### config.mk
export PLATFORM = sky130hd
export DESIGN_NAME = change_dispenser
export DESIGN_NICKNAME = d
export VERILOG_FILES = /design/src/rtl/change_dispenser.sv
export SDC_FILE = /design/constraint.sdc
export NUM_CORES = 1
export LEC_CHECK = 0
export ABC_AREA = 1
export BUFFER_PORTS_ARGS = -buffer_cell sky130_fd_sc_hd__buf_2
export CAP_MARGIN = 15
export CORE_ASPECT_RATIO = 1.2
export CORE_MARGIN = 8
export CORE_UTILIZATION = 45
export DETAILED_ROUTE_END_ITERATION = 10
export GPL_ROUTABILITY_DRIVEN = 1
export HOLD_SLACK_MARGIN = 0.05
export PLACE_DENSITY_LB_ADDON = 0.2
export SLEW_MARGIN = 10
export SYNTH_ARGS = -nofsm -noshare
export SYNTH_HDL_FRONTEND = slang
export SYNTH_SLANG_ARGS = --single-unit
### constraint.sdc
create_clock -name clk -period 2.1 [get_ports clk]
set_clock_uncertainty 0.2 [all_clocks]
set_input_delay 0.21 -clock clk [delete_from_list [all_inputs] [get_ports clk]]
set_output_delay 0.21 -clock clk [all_outputs]
set_load 0.005 [all_outputs]
### src/rtl/change_dispenser.sv
// Coin payout controller: pays a requested change amount greedily with 10c then 2c coins,
// tracking hopper inventory and reporting completion, shortfall and odd-cent residue.
module change_dispenser #(
    parameter int AMT_W  = 6,
    parameter int CNT_W  = 8,
    parameter int INIT10 = 0,
    parameter int INIT2  = 0
) (
    input  logic             clk,
    input  logic             rst,
    input  logic             req_valid,
    input  logic [AMT_W-1:0] req_amount,
    output logic             req_ready,
    input  logic             hopper_busy,
    output logic             coin10_out,
    output logic             coin2_out,
    input  logic             inv_load,
    input  logic [CNT_W-1:0] inv10_in,
    input  logic [CNT_W-1:0] inv2_in,
    output logic [CNT_W-1:0] stock10,
    output logic [CNT_W-1:0] stock2,
    output logic             done,
    output logic             short_err,
    output logic [AMT_W-1:0] residue
);

    typedef enum logic [1:0] {IDLE, PAY, WAIT, DONE} state_t;

    localparam logic [CNT_W-1:0] INIT10_V = CNT_W'(INIT10);
    localparam logic [CNT_W-1:0] INIT2_V  = CNT_W'(INIT2);
    localparam logic [AMT_W-1:0] TEN      = AMT_W'(10);
    localparam logic [AMT_W-1:0] TWO      = AMT_W'(2);

    state_t           state_q, state_d;
    logic [AMT_W-1:0] remaining_q, remaining_d;
    logic [CNT_W-1:0] stock10_q, stock10_d;
    logic [CNT_W-1:0] stock2_q, stock2_d;
    logic             coin10_q, coin10_d;
    logic             coin2_q, coin2_d;
    logic             done_q, done_d;
    logic             short_q, short_d;
    logic [AMT_W-1:0] residue_q, residue_d;

    always_comb begin
        state_d     = state_q;
        remaining_d = remaining_q;
        stock10_d   = stock10_q;
        stock2_d    = stock2_q;
        coin10_d    = 1'b0;
        coin2_d     = 1'b0;
        done_d      = 1'b0;
        short_d     = short_q;
        residue_d   = residue_q;
        case (state_q)
            IDLE: begin
                // A load and a handshake in the same cycle both take effect.
                if (inv_load) begin
                    stock10_d = inv10_in;
                    stock2_d  = inv2_in;
                end
                if (req_valid) begin
                    remaining_d = req_amount;
                    state_d     = PAY;
                end
            end
            PAY: begin
                if (!hopper_busy) begin
                    if (remaining_q >= TEN && stock10_q != '0) begin
                        coin10_d    = 1'b1;
                        remaining_d = remaining_q - TEN;
                        stock10_d   = stock10_q - 1'b1;
                        state_d     = WAIT;
                    end else if (remaining_q >= TWO && stock2_q != '0) begin
                        coin2_d     = 1'b1;
                        remaining_d = remaining_q - TWO;
                        stock2_d    = stock2_q - 1'b1;
                        state_d     = WAIT;
                    end else begin
                        state_d = DONE;
                    end
                end
            end
            WAIT: state_d = PAY;
            DONE: begin
                done_d    = 1'b1;
                residue_d = remaining_q;
                short_d   = (remaining_q >= TWO);
                state_d   = IDLE;
            end
            default: state_d = IDLE;
        endcase
    end

    always_ff @(posedge clk or negedge rst) begin
        if (!rst) begin
            state_q     <= IDLE;
            remaining_q <= '0;
            stock10_q   <= INIT10_V;
            stock2_q    <= INIT2_V;
            coin10_q    <= 1'b0;
            coin2_q     <= 1'b0;
            done_q      <= 1'b0;
            short_q     <= 1'b0;
            residue_q   <= '0;
        end else begin
            state_q     <= state_d;
            remaining_q <= remaining_d;
            stock10_q   <= stock10_d;
            stock2_q    <= stock2_d;
            coin10_q    <= coin10_d;
            coin2_q     <= coin2_d;
            done_q      <= done_d;
            short_q     <= short_d;
            residue_q   <= residue_d;
        end
    end

    assign req_ready  = (state_q == IDLE);
    assign coin10_out = coin10_q;
    assign coin2_out  = coin2_q;
    assign stock10    = stock10_q;
    assign stock2     = stock2_q;
    assign done       = done_q;
    assign short_err  = short_q;
    assign residue    = residue_q;

endmodule

==> reports/metrics.yaml, run 1 <==
floorplanning:
  io_pins: 54
  die_y_um: 90.47
  die_x_um: 78.06
  start_util_pct: 45.94
  rows: 27
  core_sq_mm: 0.004527
  die_area_sq_mm: 0.007061
layout:
  area_delta_synth_final_pct: 32.79
  final_layout_size_suffix_gt1_share_pct: 21.43
  antenna_cells: 0
  fill_cells: 439
  nets: 410
  final_util_pct: 61.00
  finalNonFillerCells: 436
routing:
  first_pass_iters: 4
  vias: 2056
  ant_nets: 0
  dr.first_iter.drc_count: 102
  wl_per_cell_um: 11.88
  routed_wirelength_um: 5178
  drt-vias-per-instance: 4.716
  drc: 0
timing:
  finalHoldViolCount: 0
  setup_viol: 0
  period_share_pct: 91.88
  slew_viol_final: 0
  slew_headroom_pct: 47.13
  fin_setup_tns_ps: 0
  timing.final.crit_period_ps: 1930
  fmaxAchievable_mhz: 518.3
  rsz0062_at_grt: "false"
  worst_pin_slew_ps: 793.1
global_route:
  grt_usage_pct: 15.52
  grt_pass1_wl_um: 9032
  grt_max_degree: 35
  overflow: 0
  first_global_vias: 1989
  grt_antenna_before_repair: 0
worst_setup_path:
  cp_cell_sequence: "inv_1 -> ha_1 -> inv_1 -> nor3_1 -> nand2_1 -> nand2_2 -> nand3_1 -> nand2_2 -> inv_2 -> nand2_1 -> nand2_1"
  crit_path_start_kind: "flop"
  cp_slowest_cell: "dfrtp_1"
  cp_max_fo: 7
  r2r-end: "remaining_q[4]"
  ff2ff_setup_slack_ps: 170
  worstPathArrival_ps: 1910
  crit_top_cell: "nand2_1"
  crit_path_start: "stock10[0]"
  max_stage_delay_ps: 390
  worst_setup_path_end_kind: "flop"
  cp.depth: 11
  worst-setup-path-type: "flop to flop"
  r2r_start: "stock10[0]"
  crit_buf_inv: 3
  reg2reg_depth: 11
  crit_family: "simple AND/OR/NAND/NOR gates"
  worstPathRequired_ps: 2080
  endpoint: "remaining_q[4]"
clock_tree:
  clkSinkCount: 34
  clock_latency_ps: 290
  cts_made_buffers: 5
  cts_root_buffer: "clkbuf_8"
  cts_tree: "built"
  htree_levels: 2
  clkTransAtPathRegs_ps: 70
  ctsLongestPathBuffers: 2
placed_design:
  numPortBuffers: 53
  place_inst: 404
  gp_congestion: 0.8312
  dp_hpwl_um: 3745
synth:
  ys.flop_type: "dfrtp_1"
  ys_top_cells_by_area: "dfrtp_1 (41%), nand2_1 (21%), nand3_1 (6.5%)"
  syn_area_sq_mm: 0.002079
  synth_area_per_cell_sq_um: 7.049
  ys_warn_count: 0
  yosys-top-cells-count: "nand2_1 (119), dfrtp_1 (34), inv_1 (31)"
  synth_top_cell_area_share_pct: 40.91
  synth_seq_cells: 34
  synthCells: 295
  yosys.area.top_type: "dfrtp_1"
  ys_seq_area_share_pct: 40.91
  synthArstFlopShare_pct: 100.0
  synth_edf_count: 0
  yosysMostFrequentCell: "nand2_1"
  yosysUniqueCellTypes: 26
  synth_nets: 328
power_and_ir_drop:
  ir_drop_v: 0.0006425
  combPwrFrac_pct: 57.9
  internal_power_uw: 2189
  p_sw_share_pct: 46.90
  power.density_mw_per_mm2: 1493
  power.switching_uw: 1934
  fin_total_pwr_uw: 4123
  power.share.sequential_pct: 29.8
  leakagePower_uw: 0.001554
  pwr-share-clk_pct: 12.3
hold_path:
  min_path_type: "input port to flop"
status:
  status: "finished, final reports clean"
flow_run:
  cap_violations: 0
cells by family (layout without fill, tap and decap cells):
family / Yosys count / in the layout / share of synthesized area [%]
and+or+nand+nor: 174 / 174 / 35.56
muxes: 2 / 2 / 0.9627
buffers and inverters: 41 / 124 / 8.062
AOI/OAI and AO/OA: 34 / 34 / 9.206
adders and majority gates: 6 / 6 / 3.610
xor gates and xnor gates: 4 / 4 / 1.685
DFF: 34 / 34 / 40.91
layer usage:
metal,track usage (%),vias to the layer above,share of wire (%)
li1,-,1086,-
met3,5.179,4,5.8
met2,25.40,44,49
met4,5.108,0,0.75
met1,18.43,922,45
met5,0,-,0
cells in the final DEF (no fill, tap or decap), drive strengths merged:
master and n:
or2 1, o211ai 1, xnor2 1, nand3 28, nand2 123, a21oi 1, xor2 3, dlygate4sd3 23
clkbuf 7, ha 6, nand3b 1, clkinv 1, mux2i 2, o21ai 31, nor3 3, dfrtp 34
nor2 18, buf 59, inv 34, a21boi 1
worst min path at each step:
stage | end | from | depth (start not counted)
3_3_place_gp | residue[0] | rst | 1
2_1_floorplan | coin10_out | rst | 0
5_1_grt | remaining_q[2] | req_amount[2] | 3
4_1_cts | stock10[1] | inv10_in[1] | 5
3_5_place_dp | remaining_q[0] | rst | 1
6_report | remaining_q[2] | req_amount[2] | 3
layout make-up:
type,count,area [sq um],area share (%)
multi-input combinational,220,1066,38.60
tap,58,72.57,2.628
clock buffer,7,86.33,3.126
clock inverter,1,5.005,0.1812
sequential,34,850.8,30.81
timing repair buffer,82,553.0,20.03
inverter,34,127.6,4.622
worst register-to-register path: cells and delay by family (launching register included):
kind	cells	cell delay, ps
flops	1	390
buf+inv	3	220
simple gates	7	850
fa+ha+maj	1	160
power by group through the flow:
stage / clock network, uW / registers, uW / logic [uW]
6_report: 509 / 1230 / 2390
5_1_grt: 548 / 1270 / 2780
4_1_cts: 525 / 1230 / 2360
3_5_place_dp: 0 / 1230 / 2310
3_3_place_gp: 0 / 1230 / 2290
2_1_floorplan: 0 / 1230 / 1640
state kept, by name, indices dropped and copies added, names as in the netlist:
name and count:
coin10_out 1, coin2_out 1, done 1, remaining_q 6, residue 6, short_err 1, state_q 2, stock10 8
stock2 8
per-stage QoR:
step	hold WS (ps)	setup WS, ps	instance area, sq um
2_1_floorplan	-285.6	375.0	2079
3_3_place_gp	143.4	158.9	2415
3_5_place_dp	146.7	111.8	2415
4_1_cts	56.46	100.1	2736
5_1_grt	111.9	3.384	2761
6_report	63.30	170.5	2761
repair_timing:
item,4_1_cts,5_1_grt
endpoints found under the setup margin,0,7
hold buffers,23,0
resized for setup,0,1
endpoints found under the hold margin,58,0
buffers inserted,0,1
No activity file was read; power rests on OpenSTA's default activity.
==> run 2: changes to the inputs <==
- CORE_ASPECT_RATIO: 1.2 -> not set
- MAX_ROUTING_LAYER: not set -> met4
==> run 2 against run 1 <==
Global-route usage rose by 0.44 points; non-clock buffer count fell by 1; critical path type unchanged; sequential power barely moved; die area fell by 0.12%; critical path depth fell by 3; core utilization rose by 0.82 points.
==> reports/metrics.yaml, run 2 (synthesis gave the netlist of run 1 again) <==
routing:
  dr.first_iter.drc_count: 79  # was 102
  first_pass_iters: 4  # unchanged
  drt-vias-per-instance: 4.853  # was 4.716
  vias: 2082  # was 2056
  wl_per_cell_um: 12.38  # was 11.88 um
  routed_wirelength_um: 5312  # was 5178 um
  drc: 0  # unchanged
  ant_nets: 0  # unchanged
timing:
  period_share_pct: 89.42  # was 91.88%
  worst_pin_slew_ps: 782.6  # was 793.1 ps
  rsz0062_at_grt: "false"  # unchanged
  setup_viol: 0  # unchanged
  finalHoldViolCount: 0  # unchanged
  slew_viol_final: 0  # unchanged
  slew_headroom_pct: 47.83  # was 47.13%
  layout_setup_ws_ps: 222.1  # was 170.5 ps
  fin_hold_ws_ps: 69.16  # was 63.30 ps
  timing.final.crit_period_ps: 1878  # was 1930 ps
  fin_setup_tns_ps: 0  # unchanged
  fmaxAchievable_mhz: 532.5  # was 518.3 MHz
clock_tree:
  clkTransAtPathRegs_ps: 70  # about the same
  cts_resized: 0  # unchanged
  cts_root_buffer: "clkbuf_8"  # unchanged
  ctsLongestPathBuffers: 2  # unchanged
  htree_levels: 2  # unchanged
  clock_latency_ps: 290  # about the same
  cts_made_buffers: 5  # unchanged
  cts_tree: "built"  # unchanged
  clkSinkCount: 34  # unchanged
status:
  status: "finished, final reports clean"  # unchanged
layout:
  final_common_cell: "nand2_1"  # unchanged
  design_area_sq_mm: 0.002729  # was 0.002761 sq mm
  antenna_cells: 0  # unchanged
  final_layout_size_suffix_gt1_share_pct: 20.95  # was 21.43%
  area_delta_synth_final_pct: 31.23  # was 32.79%
  fill_cells: 420  # was 439
  nets: 409  # was 410
  mostFrequentLayoutCells: "nand2_1 (119), buf_2 (53), dfrtp_1 (34)"  # unchanged
global_route:
  grtUsageMet2_pct: 27.79  # was 25.40%
  busiest_layer: "met2"  # unchanged
  grt_usage_pct: 15.96  # was 15.52%
  grt_max_degree: 35  # unchanged
  globalRouteMet3Util_pct: 4.785  # was 5.179%
  grt_use_met1_pct: 16.98  # was 18.43%
  grt_pass1_wl_um: 9204  # was 9032 um
  overflow: 0  # unchanged
  grt_antenna_before_repair: 0  # unchanged
  first_global_vias: 2139  # was 1989
placed_design:
  gp_congestion: 0.8046  # was 0.8312
  dp_slack_ps: 233.5  # was 111.8 ps
  numPortBuffers: 53  # unchanged
  dp_hpwl_um: 3876  # was 3745 um
  postPlaceCellArea_sq_mm: 0.002407  # was 0.002415 sq mm
worst_setup_path:
  worst-setup-path-type: "flop to flop"  # unchanged
  cp_cell_sequence: "inv_2 -> nor2_8 -> inv_1 -> nor2_1 -> nand2_1 -> nand3_1 -> nand2_1 -> nand2_1"  # was inv_1 -> ha_1 -> inv_1 -> nor3_1 -> nand2_1 -> nand2_2 -> nand3_1 -> nand2_2 -> inv_2 -> nand2_1 -> nand2_1
  worst_setup_path_end_kind: "flop"  # unchanged
  crit_buf_inv: 2  # was 3
  worstPathArrival_ps: 1850  # was 1910 ps
  worstPathRequired_ps: 2080  # about the same
  max_stage_delay_ps: 540  # was 390 ps
  crit_top_cell: "nand2_1"  # unchanged
  crit_path_start_kind: "flop"  # unchanged
  cp_max_fo: 22  # was 7
  crit_family: "buffers and inverters"  # was simple AND/OR/NAND/NOR gates
  cp_slowest_cell: "inv_1"  # was dfrtp_1
power_and_ir_drop:
  leakagePower_uw: 0.001543  # was 0.001554 uW
  ir_drop_v: 0.0006776  # was 0.0006425 V
  fin_total_pwr_uw: 4091  # was 4123 uW
  power.density_mw_per_mm2: 1499  # was 1493 mW/mm^2
floorplanning:
  core_sq_mm: 0.004414  # was 0.004527 sq mm
  start_util_pct: 47.11  # was 45.94%
  rows: 24  # was 27
  die_area_sq_mm: 0.007053  # was 0.007061 sq mm
  die_x_um: 83.98  # was 78.06 um
  io_pins: 54  # unchanged
  die_y_um: 83.98  # was 90.47 um
flow_run:
  cap_violations: 0  # unchanged
hold_path:
  min_path_type: "input port to flop"  # unchanged
-- run 2: changes by cell type in the layout (fill, tap and decap cells not counted), sizes merged --
cell,delta
buf,-1
-- run 2: worst paths after layout --
path / endpoint / slack [ps] / from / cells past startpoint
hold reg to reg: short_err / 280 / short_err / 2
setup / recovery: remaining_q[4] / 220 / state_q[0] / 8
min in group asynchronous: residue[2] / 340 / rst / 2
max in group asynchronous: remaining_q[4] / 860 / rst / 2
hold / removal: stock10[0] / 70 / inv10_in[0] / 5
setup reg to reg: remaining_q[4] / 220 / state_q[0] / 8
-- run 2: worst register-to-register path, stage by stage (launching register included) --
cell     delay (ps)
dfrtp_1         430
inv_2           120
nor2_8           70
inv_1           540
nor2_1          150
nand2_1          90
nand3_1          60
nand2_1          60
nand2_1          40
-- run 2: final cells by class --
cell class / count / area (sq um) / area share [%]
clock buffer: 7 / 86.33 / 3.164
sequential: 34 / 850.8 / 31.18
multi-input combinational: 220 / 1061 / 38.88
timing repair buffer: 81 / 533.0 / 19.53
inverter: 34 / 127.6 / 4.677
clock inverter: 1 / 5.005 / 0.1834
tap: 52 / 65.06 / 2.384
-- run 2: repair_timing --
| item | 4_1_cts | 5_1_grt |
|---|---|---|
| hold buffers | 23 | 0 |
| setup buffers | 0 | 0 |
| endpoints found under the setup margin | 0 | 0 |
| endpoints found under the hold margin | 58 | 0 |
-- run 2: stage by stage --
stage	utilization [%]	std cells
global placement	54.54	398
floorplan	-	295
detailed placement	54.54	398
CTS	61.82	429
finish	61.82	429
global route	61.82	429
-- run 2: power breakdown --
group          switching, uW  internal, uW
Clock                    245           265
Sequential               261           963
Combinational           1440           915
-- run 2: layer usage --
metal  up-vias  part of all wire, %
met5         -                    0
met4         0                 0.64
met3         5                  4.7
met2        53                   51
met1       940                   44
li1       1084                    -
==> run 3: changes to the inputs <==
- CELL_PAD_IN_SITES_DETAIL_PLACEMENT: not set -> 1
- CELL_PAD_IN_SITES_GLOBAL_PLACEMENT: not set -> 1
- CORE_UTILIZATION: 45 -> 37
==> run 3 against run 2 <==
Global-route usage shrank 0.11 points; hold slack worse by 14 ps; die area increased by 17%; cell count grew 4.2%; maximum frequency shrank 2.5%; sequential cell count stayed put; sequential power is essentially flat; combinational power grew 5%; first-iteration DRC count decreased by 28%; final area increased by 1.1%; critical path type unchanged; largest power group unchanged.
==> reports/metrics.yaml, run 3 (synthesis gave the netlist of run 1 again) <==
status:
  status: "finished, final reports clean"  # unchanged
layout:
  area_delta_synth_final_pct: 32.61  # was 31.23%
  antenna_cells: 0  # unchanged
  nets: 407  # was 409
  mostFrequentLayoutCells: "nand2_1 (119), buf_2 (53), dfrtp_1 (34)"  # unchanged
  design_area_sq_mm: 0.002758  # was 0.002729 sq mm
  final_layout_size_suffix_gt1_share_pct: 21.87  # was 20.95%
  final_common_cell: "nand2_1"  # unchanged
flow_run:
  cap_violations: 0  # unchanged
clock_tree:
  cts_made_buffers: 5  # unchanged
  cts_root_buffer: "clkbuf_8"  # unchanged
  cts_tree: "built"  # unchanged
  htree_levels: 2  # unchanged
  cts_resized: 0  # unchanged
  clkSinkCount: 34  # unchanged
  clkTransAtPathRegs_ps: 80  # was 70 ps
  ctsLongestPathBuffers: 2  # unchanged
  clock_latency_ps: 280  # was 290 ps
routing:
  routed_wirelength_um: 6135  # was 5312 um
  vias: 2128  # was 2082
  first_pass_iters: 7  # was 4
  ant_nets: 0  # unchanged
  wl_per_cell_um: 13.72  # was 12.38 um
  drc: 0  # unchanged
  dr.first_iter.drc_count: 57  # was 79
  drt-vias-per-instance: 4.761  # was 4.853
timing:
  timing.final.crit_period_ps: 1925  # was 1878 ps
  slew_headroom_pct: 53.87  # was 47.83%
  slew_viol_final: 0  # unchanged
  fmaxAchievable_mhz: 519.4  # was 532.5 MHz
  finalHoldViolCount: 0  # unchanged
  setup_viol: 0  # unchanged
  worst_pin_slew_ps: 691.3  # was 782.6 ps
  period_share_pct: 91.67  # was 89.42%
worst_setup_path:
  worstPathArrival_ps: 1950  # was 1850 ps
  worst_setup_path_end_kind: "flop"  # unchanged
  r2r-end: "stock10[5]"  # was remaining_q[4]
  endpoint: "stock10[5]"  # was remaining_q[4]
  cp_max_fo: 16  # was 22
  worstPathRequired_ps: 2120  # was 2080 ps
  ff2ff_setup_slack_ps: 170  # was 220 ps
  crit_path_start: "remaining_q[1]"  # was state_q[0]
  r2r_start: "remaining_q[1]"  # was state_q[0]
  worst-setup-path-type: "flop to flop"  # unchanged
  reg2reg_depth: 8  # unchanged
  crit_path_start_kind: "flop"  # unchanged
global_route:
  first_global_vias: 2274  # was 2139
  grt_max_degree: 35  # unchanged
  grt_antenna_before_repair: 0  # unchanged
  overflow: 0  # unchanged
  grt_pass1_wl_um: 10670  # was 9204 um
  grt_usage_pct: 15.85  # was 15.96%
power_and_ir_drop:
  ir_drop_v: 0.0005151  # was 0.0006776 V
  fin_total_pwr_uw: 4239  # was 4091 uW
  power.density_mw_per_mm2: 1537  # was 1499 mW/mm^2
  leakagePower_uw: 0.001543  # about the same
floorplanning:
  die_y_um: 90.97  # was 83.98 um
  core_sq_mm: 0.005473  # was 0.004414 sq mm
  start_util_pct: 38.00  # was 47.11%
  io_pins: 54  # unchanged
  rows: 27  # was 24
  die_area_sq_mm: 0.008276  # was 0.007053 sq mm
  die_x_um: 90.97  # was 83.98 um
placed_design:
  dp_hpwl_um: 4586  # was 3876 um
  numPortBuffers: 53  # unchanged
  postPlaceCellArea_sq_mm: 0.002452  # was 0.002407 sq mm
  gp_congestion: 0.7764  # was 0.8046
hold_path:
  worstHoldStart: "inv10_in[3]"  # was inv10_in[0]
  min_path_type: "input port to flop"  # unchanged
-- run 3: final cells by class --
class | count | area, sq um
clock inverter | 2 | 12.51
multi-input combinational | 220 | 1061
fill | 738 | 2715
timing repair buffer | 79 | 533.0
inverter | 34 | 127.6
tap | 72 | 90.09
clock buffer | 6 | 82.58
sequential | 34 | 850.8
-- run 3: worst min path at each step --
stage                             to  cells past startpoint
after global routing      stock10[3]                      5
after detailed placement  stock10[2]                      2
final                     stock10[3]                      5
after CTS                 stock10[3]                      5
after global placement    stock10[2]                      2
after floorplan           coin10_out                      0
-- run 3: what timing repair did --
action,in CTS,in global routing
hold buffers,19,0
setup endpoints to repair,0,1
setup buffers,0,1
hold endpoints to repair,53,0
-- run 3: power by group --
group / switching [uW] / leakage (uW) / internal, uW
combinational: 1520 / 0.00107 / 961
sequential: 284 / 0.000426 / 962
clock: 252 / 0.0000472 / 264
total: 2050 / 0.00154 / 2190
-- run 3: worst max-delay path, cell delays in order, from the launching register on --
cell and delay, ps:
dfrtp_1 460, ha_1 240, nand3_1 110, nand3_2 120, nand2_2 170, a21boi_4 80, buf_12 150, or2_2 270
nand2_1 60
-- run 3: routing by layer --
| metal | GRT usage [%] | vias to the layer above | wire length (um) |
|---|---|---|---|
| met2 | 26.30 | 38 | 3013 |
| li1 | - | 1079 | - |
| met5 | - | - | 0 |
| met3 | 2.881 | 7 | 190 |
| met1 | 19.31 | 1004 | 2870 |
| met4 | 4.229 | 0 | 61 |
-- run 3: per-stage QoR --
step / instances / hold WS, ps / TNS (ps) / utilization (%) / setup slack, ps
5_1_grt: 447 / 89.67 / -0.1223 / 50.39 / -0.1223
6_report: 447 / 54.92 / 0 / 50.39 / 174.9
3_5_place_dp: 419 / -1.940 / 0 / 44.81 / 149.3
3_3_place_gp: 419 / -14.52 / 0 / 44.81 / 208.4
4_1_cts: 446 / 55.60 / 0 / 50.02 / 124.2
2_1_floorplan: 295 / -285.6 / 0 / - / 375.0
